$ cat src/rtl/muldiv_unit.sv
// Iterative 32-bit multiply/divide unit with HI/LO registers for the MIPS execute stage.
// MULT/MULTU use shift-add, DIV/DIVU use restoring division; both take 32 iterations.
module muldiv_unit (
  input  logic        clk,
  input  logic        rstn,
  input  logic        Start,
  input  logic [2:0]  MdCtrl,
  input  logic [31:0] DataIn1,
  input  logic [31:0] DataIn2,
  output logic        Busy,
  output logic        Done,
  output logic        DivZero,
  output logic [31:0] Hi,
  output logic [31:0] Lo
);

  localparam logic [0:0] S_IDLE   = 1'b0;
  localparam logic [0:0] S_RUN    = 1'b1;
  localparam logic [2:0] OP_NOP   = 3'd0;
  localparam logic [2:0] OP_MULT  = 3'd1;
  localparam logic [2:0] OP_MULTU = 3'd2;
  localparam logic [2:0] OP_DIV   = 3'd3;
  localparam logic [2:0] OP_DIVU  = 3'd4;
  localparam logic [2:0] OP_MTHI  = 3'd5;
  localparam logic [2:0] OP_MTLO  = 3'd6;

  logic [0:0]  r_state;
  logic [5:0]  r_cnt;
  logic [2:0]  r_op;
  logic        r_sign1;
  logic        r_sign2;
  logic [63:0] r_acc;
  logic [31:0] r_opb;
  logic        r_busy;
  logic        r_done;
  logic        r_divzero;
  logic [31:0] r_hi;
  logic [31:0] r_lo;

  logic        w_signed;
  logic [31:0] w_abs1;
  logic [31:0] w_abs2;
  logic        w_is_mul;
  logic [32:0] w_sum;
  logic        w_ge;
  logic [31:0] w_trial;
  logic [63:0] w_acc_next;
  logic [63:0] w_prod;
  logic [31:0] w_quo;
  logic [31:0] w_rem;
  logic        w_div_zero;

  function automatic logic [31:0] abs32(input logic [31:0] v, input logic en);
    abs32 = (en && v[31]) ? (32'd0 - v) : v;
  endfunction

  // Operand conditioning and one shift-add / restoring-divide step.
  always_comb begin
    w_signed = (MdCtrl == OP_MULT) || (MdCtrl == OP_DIV);
    w_abs1   = abs32(DataIn1, w_signed);
    w_abs2   = abs32(DataIn2, w_signed);
    w_is_mul = (r_op == OP_MULT) || (r_op == OP_MULTU);
    // Accumulator holds {partial/remainder, multiplier/quotient}.
    w_sum    = {1'b0, r_acc[63:32]} + (r_acc[0] ? {1'b0, r_opb} : 33'd0);
    w_ge     = (r_acc[63:31] >= {1'b0, r_opb});
    w_trial  = r_acc[62:31] - r_opb;
    if (w_is_mul) begin
      w_acc_next = {w_sum, r_acc[31:1]};
    end else if (w_ge) begin
      w_acc_next = {w_trial, r_acc[30:0], 1'b1};
    end else begin
      w_acc_next = {r_acc[62:0], 1'b0};
    end
    w_prod     = ((r_op == OP_MULT) && (r_sign1 ^ r_sign2)) ? (64'd0 - w_acc_next) : w_acc_next;
    w_quo      = ((r_op == OP_DIV) && (r_sign1 ^ r_sign2)) ? (32'd0 - w_acc_next[31:0]) : w_acc_next[31:0];
    w_rem      = ((r_op == OP_DIV) && r_sign1) ? (32'd0 - w_acc_next[63:32]) : w_acc_next[63:32];
    w_div_zero = (r_opb == 32'd0);
  end

  // Control FSM, shadow datapath and HI/LO commit.
  always_ff @(posedge clk or negedge rstn) begin
    if (!rstn) begin
      r_state   <= S_IDLE;
      r_cnt     <= 6'd0;
      r_op      <= OP_NOP;
      r_sign1   <= 1'b0;
      r_sign2   <= 1'b0;
      r_acc     <= 64'd0;
      r_opb     <= 32'd0;
      r_busy    <= 1'b0;
      r_done    <= 1'b0;
      r_divzero <= 1'b0;
      r_hi      <= 32'd0;
      r_lo      <= 32'd0;
    end else begin
      r_done    <= 1'b0;
      r_divzero <= 1'b0;
      case (r_state)
        S_IDLE: begin
          if (Start) begin
            case (MdCtrl)
              OP_MTHI: r_hi <= DataIn1;
              OP_MTLO: r_lo <= DataIn1;
              OP_MULT, OP_MULTU, OP_DIV, OP_DIVU: begin
                r_op    <= MdCtrl;
                r_sign1 <= w_signed & DataIn1[31];
                r_sign2 <= w_signed & DataIn2[31];
                r_acc   <= {32'd0, w_abs1};
                r_opb   <= w_abs2;
                r_cnt   <= 6'd32;
                r_busy  <= 1'b1;
                r_state <= S_RUN;
              end
              OP_NOP:  r_state <= S_IDLE;
              default: r_state <= S_IDLE;
            endcase
          end
        end
        S_RUN: begin
          r_acc <= w_acc_next;
          r_cnt <= r_cnt - 6'd1;
          if (r_cnt == 6'd1) begin
            r_state <= S_IDLE;
            r_busy  <= 1'b0;
            r_done  <= 1'b1;
            if (w_is_mul) begin
              r_hi <= w_prod[63:32];
              r_lo <= w_prod[31:0];
            end else if (w_div_zero) begin
              r_divzero <= 1'b1;
            end else begin
              r_hi <= w_rem;
              r_lo <= w_quo;
            end
          end
        end
        default: r_state <= S_IDLE;
      endcase
    end
  end

  assign Busy    = r_busy;
  assign Done    = r_done;
  assign DivZero = r_divzero;
  assign Hi      = r_hi;
  assign Lo      = r_lo;

endmodule

$ cat config.mk
export PLATFORM = sky130hd
export DESIGN_NAME = muldiv_unit
export DESIGN_NICKNAME = d
export VERILOG_FILES = /design/src/rtl/muldiv_unit.sv
export SDC_FILE = /design/constraint.sdc
export NUM_CORES = 1
export LEC_CHECK = 0
export ABC_AREA = 0
export BUFFER_PORTS_ARGS = -buffer_cell sky130_fd_sc_hd__buf_4
export CAP_MARGIN = 20
export CORE_ASPECT_RATIO = 1.4
export CORE_MARGIN = 2
export CORE_UTILIZATION = 35
export CTS_CLUSTER_DIAMETER = 40
export DETAILED_ROUTE_END_ITERATION = 8
export MAX_ROUTING_LAYER = met4
export SLEW_MARGIN = 20
export SYNTH_ARGS = -nofsm -noshare
export SYNTH_HDL_FRONTEND = slang
export SYNTH_SLANG_ARGS = --single-unit
$ cat constraint.sdc
create_clock -name clk -period 10.8 [get_ports clk]
set_input_delay 1.62 -clock clk [delete_from_list [all_inputs] [get_ports clk]]
set_output_delay 1.62 -clock clk [all_outputs]
set_load 0.03 [all_outputs]
==> impl_results.md <==
- Synthesized cell area: 15900 um^2
- First-pass GRT wire length: 95600 um
- Simple-Gate Fraction of Synth Area: 0.213
- GPL Wtd Cong: 1.02
- Grt met3 use: 0.0366
- Vias post-DR: 16200
- Worst path arrival time: ~6.4 ns
- Vias per inst: about 6
- WL final: 63000 um
- Post-Synth Adder-Cell Area: 0.0577
- Setup_tns: 0 ns
- Tmin final: 6.04 ns
- HPWL Detailed: 47800 um
- Post-synthesis compound-gate area fraction: 0.293
- Yosys warning count: 0
- Post-CTS resize count: 0
- Flop and latch count out of synthesis: 175
- DRC viols: 0
- Die Y: 256 um
- Largest family of logic cells by synthesized area: compound AO/OA/AOI/OAI gates
- CTS root buffer: clkbuf_16
- Antenna diode count: 0
- CTS Sinks: roughly 180
- Share of layout cells above drive strength 1: 0.119
- GRT Resource Usage Total: 0.274
- TritonRoute pass-1 iters: 6
- Core box area: 44900 um^2
- Setup slack after layout: 4.76 ns
- Crit path max fanout: 22
- Max Cap Viol: 0
- Register area share after synthesis: 0.276
- H-tree Lvls: 4
- Async SR Flop Fraction: 1.00
- Max-slew headroom: 0.295
- Reg2reg setup slack: between 4 and 5 ns
- Routing usage on met1: 0.311
- Initial antenna violation count: 2
- Clock-pin slew on the worst setup and hold paths: about 0.070 ns
- Mapped Nets: 2183
- 1st-iter DRT viols: between 1500 and 2000
- TritonCTS clock tree: built
- Hold crit path type: flip-flop to flip-flop
- Post-CTS Setup Repair Bufs: 0
- Initial Util: 0.353
- Worst Max-Slew Pin Slew: 1.05 ns
- Area growth syn-to-layout: 12.9%
- Fin. max-slew vios: 0
- Max Clock Skew: 0.0127 ns
- RSZ-0062 raised after global routing: no
- Post-Synth XOR/XNOR Area: 0.0794
- Port bufs: 136
- Main synth FF type: dfrtp_1
- CP max-delay cell: nor2_1
- CTS max path bufs: 2
- Cell Chain, Critical Path: ha_1 -> a21oi_1 -> o21ai_0 -> a21oi_1 -> o221ai_2 -> nor2_2 -> buf_4 -> nand2_1 -> o21ai_0 -> ha_1 -> o21ai_1 -> or4_1 -> or2_1 -> nor2_1 -> a31oi_1 -> nor2_1 -> a22oi_1 -> xnor2_1 -> a211oi_1 -> a21o_1
- Row cnt: 92
- Critical path class: flip-flop to flip-flop
- Syn avg cell area: 7.77 um^2
- Fin nets: roughly 2200
- CP max stage delay: 0.61 ns
- Pre-CTS WS: 4.87 ns
- Number of flops mapped to enable cells by yosys: 0
- Final hold violations: 0
- Post-Synthesis Cells: between 2000 and 2500
- ANT nets after route: 0
- Met2 usage: 0.464
- Finish-stage setup viols: 0
- Mux share of post-synthesis cell area: 0.0319
- CP required: 11.16 ns
- CTS Hold Bufs: 0
- Status: finished, final reports clean
- Die W: roughly 180 um
- WL/cell: around 24 um
- Clk_lat worst skew: 0.47 ns
- GRT busiest layer: met2
- Global route overflow: 0
- Setup crit start kind: flip-flop
- Fmax: roughly 170 MHz
- Die area: roughly 47000 um^2
- Worst Setup End Kind: flip-flop
- CTS buffer count: 17
- Tcrit/Tclk final: 0.559
- I/O pin count: around 140
- Vias in the first global route: 15900
- Synth unique cells: 98
- Fillers: approximately 4700
- Pin count of the biggest net entering global routing: 90
==> flip-flops by register name (all words and copies together), names as in the netlist, 3 cells and up <==
name,count
r_cnt,6
Hi,32
r_op,3
r_acc,64
Lo,32
r_opb,32
==> cell usage after synthesis, types with 13 or more instances <==
cell type    n  area (um^2)
nand2_1    244          916
o21ai_0    186          931
dfrtp_1    175         4380
nor2_1     170          638
a21oi_1    150          751
clkbuf_1    89          334
xor2_1      73          639
ha_1        70          876
xnor2_1     69          604
inv_1       65          244
nor3_1      47          235
a21o_1      45          338
mux2i_1     45          450
a211oi_1    41          308
and2_1      41          257
nand3_1     39          195
a31oi_1     36          225
o31ai_1     27          203
a22o_1      26          228
o211ai_1    25          188
and3_1      24          150
or3_1       24          150
a22oi_1     23          173
buf_2       23          115
nor4_1      22          138
nand4_1     19          119
o22ai_1     15         93.8
nor2b_1     14         87.6
or4_1       13         97.6
==> critical path: cells and delay by family, from the launching register on <==
family / cells / cell delay (ns)
AO/OA/AOI/OAI: 10 / 2.28
AND/OR/NAND/NOR: 6 / 1.88
adder cells (fa/ha/maj): 2 / 0.67
flip-flops: 1 / 0.48
buffers and inverters: 1 / 0.31
XOR/XNOR: 1 / 0.31
==> path summary, 6_finish.rpt <==
check                                  to  startpoint  cells after the start
worst max-delay path                Hi[8]   r_acc[37]                     20
worst min-delay path                Hi[6]       Hi[6]                      1
worst max register to register      Hi[8]   r_acc[37]                     20
worst min register to register      Hi[6]       Hi[6]                      1
max in group asynchronous       r_acc[55]        rstn                      2
min in group asynchronous           Lo[8]        rstn                      1
==> through the flow <==
stage               area [um^2]  utilization  hold WS [ns]  cells
detailed placement        17300        0.385         0.470   2640
floorplan                 15900            -         0.452   2041
global placement          17300        0.385         0.466   2640
CTS                       17900        0.399         0.486   2671
finish                    17900        0.399         0.480   2671
global route              17900        0.399         0.502   2671
==> area by class of cell <==
| class | instances | area (um^2) | area share |
|---|---|---|---|
| repair buffers | 163 | 1230 | 0.0687 |
| well taps | 564 | 706 | 0.0394 |
| clock buffers | 21 | 460 | 0.0257 |
| clock inverters | 10 | 151 | 0.00845 |
| multi-input cells | 1673 | 10700 | 0.599 |
| flip-flops and latches | 175 | 4380 | 0.245 |
| inverters | 65 | 244 | 0.0136 |
==> layer usage <==
| metal | part of all wire | wire (um) |
|---|---|---|
| met5 | 0 | 0 |
| met4 | 0.061 | 3870 |
| met3 | 0.054 | 3390 |
| met2 | 0.50 | 31300 |
| met1 | 0.39 | 24400 |
==> cell families (layout without fill, tap and decap cells) <==
family                     Yosys count  in the layout
and+or+nand+nor                    706            706
buffers and inverters              193            259
AOI/OAI and AO/OA                  702            702
DFF                                175            175
xor gates and xnor gates           143            143
adders and majority gates           72             72
muxes                               50             50
==> cells in the final DEF (no fill, tap or decap), types with 19 or more instances in the layout <==
| cell type | n |
|---|---|
| buf_4 | 162 |
| nand4_1 | 19 |
| nand2_1 | 243 |
| or3_1 | 24 |
| xnor2_1 | 69 |
| a21oi_1 | 150 |
| mux2i_1 | 45 |
| a31oi_1 | 36 |
| xor2_1 | 73 |
| o211ai_1 | 25 |
| inv_1 | 65 |
| dfrtp_1 | 174 |
| and2_1 | 41 |
| a22oi_1 | 23 |
| nor3_1 | 47 |
| nor2_1 | 167 |
| a211oi_1 | 41 |
| o21ai_0 | 186 |
| ha_1 | 70 |
| a21o_1 | 45 |
| o31ai_1 | 27 |
| nor4_1 | 22 |
| nand3_1 | 39 |
| and3_1 | 24 |
| a22o_1 | 26 |
Power is not shown: default switching activity piles up to over one toggle a cycle in this logic, so the estimate is an artifact.
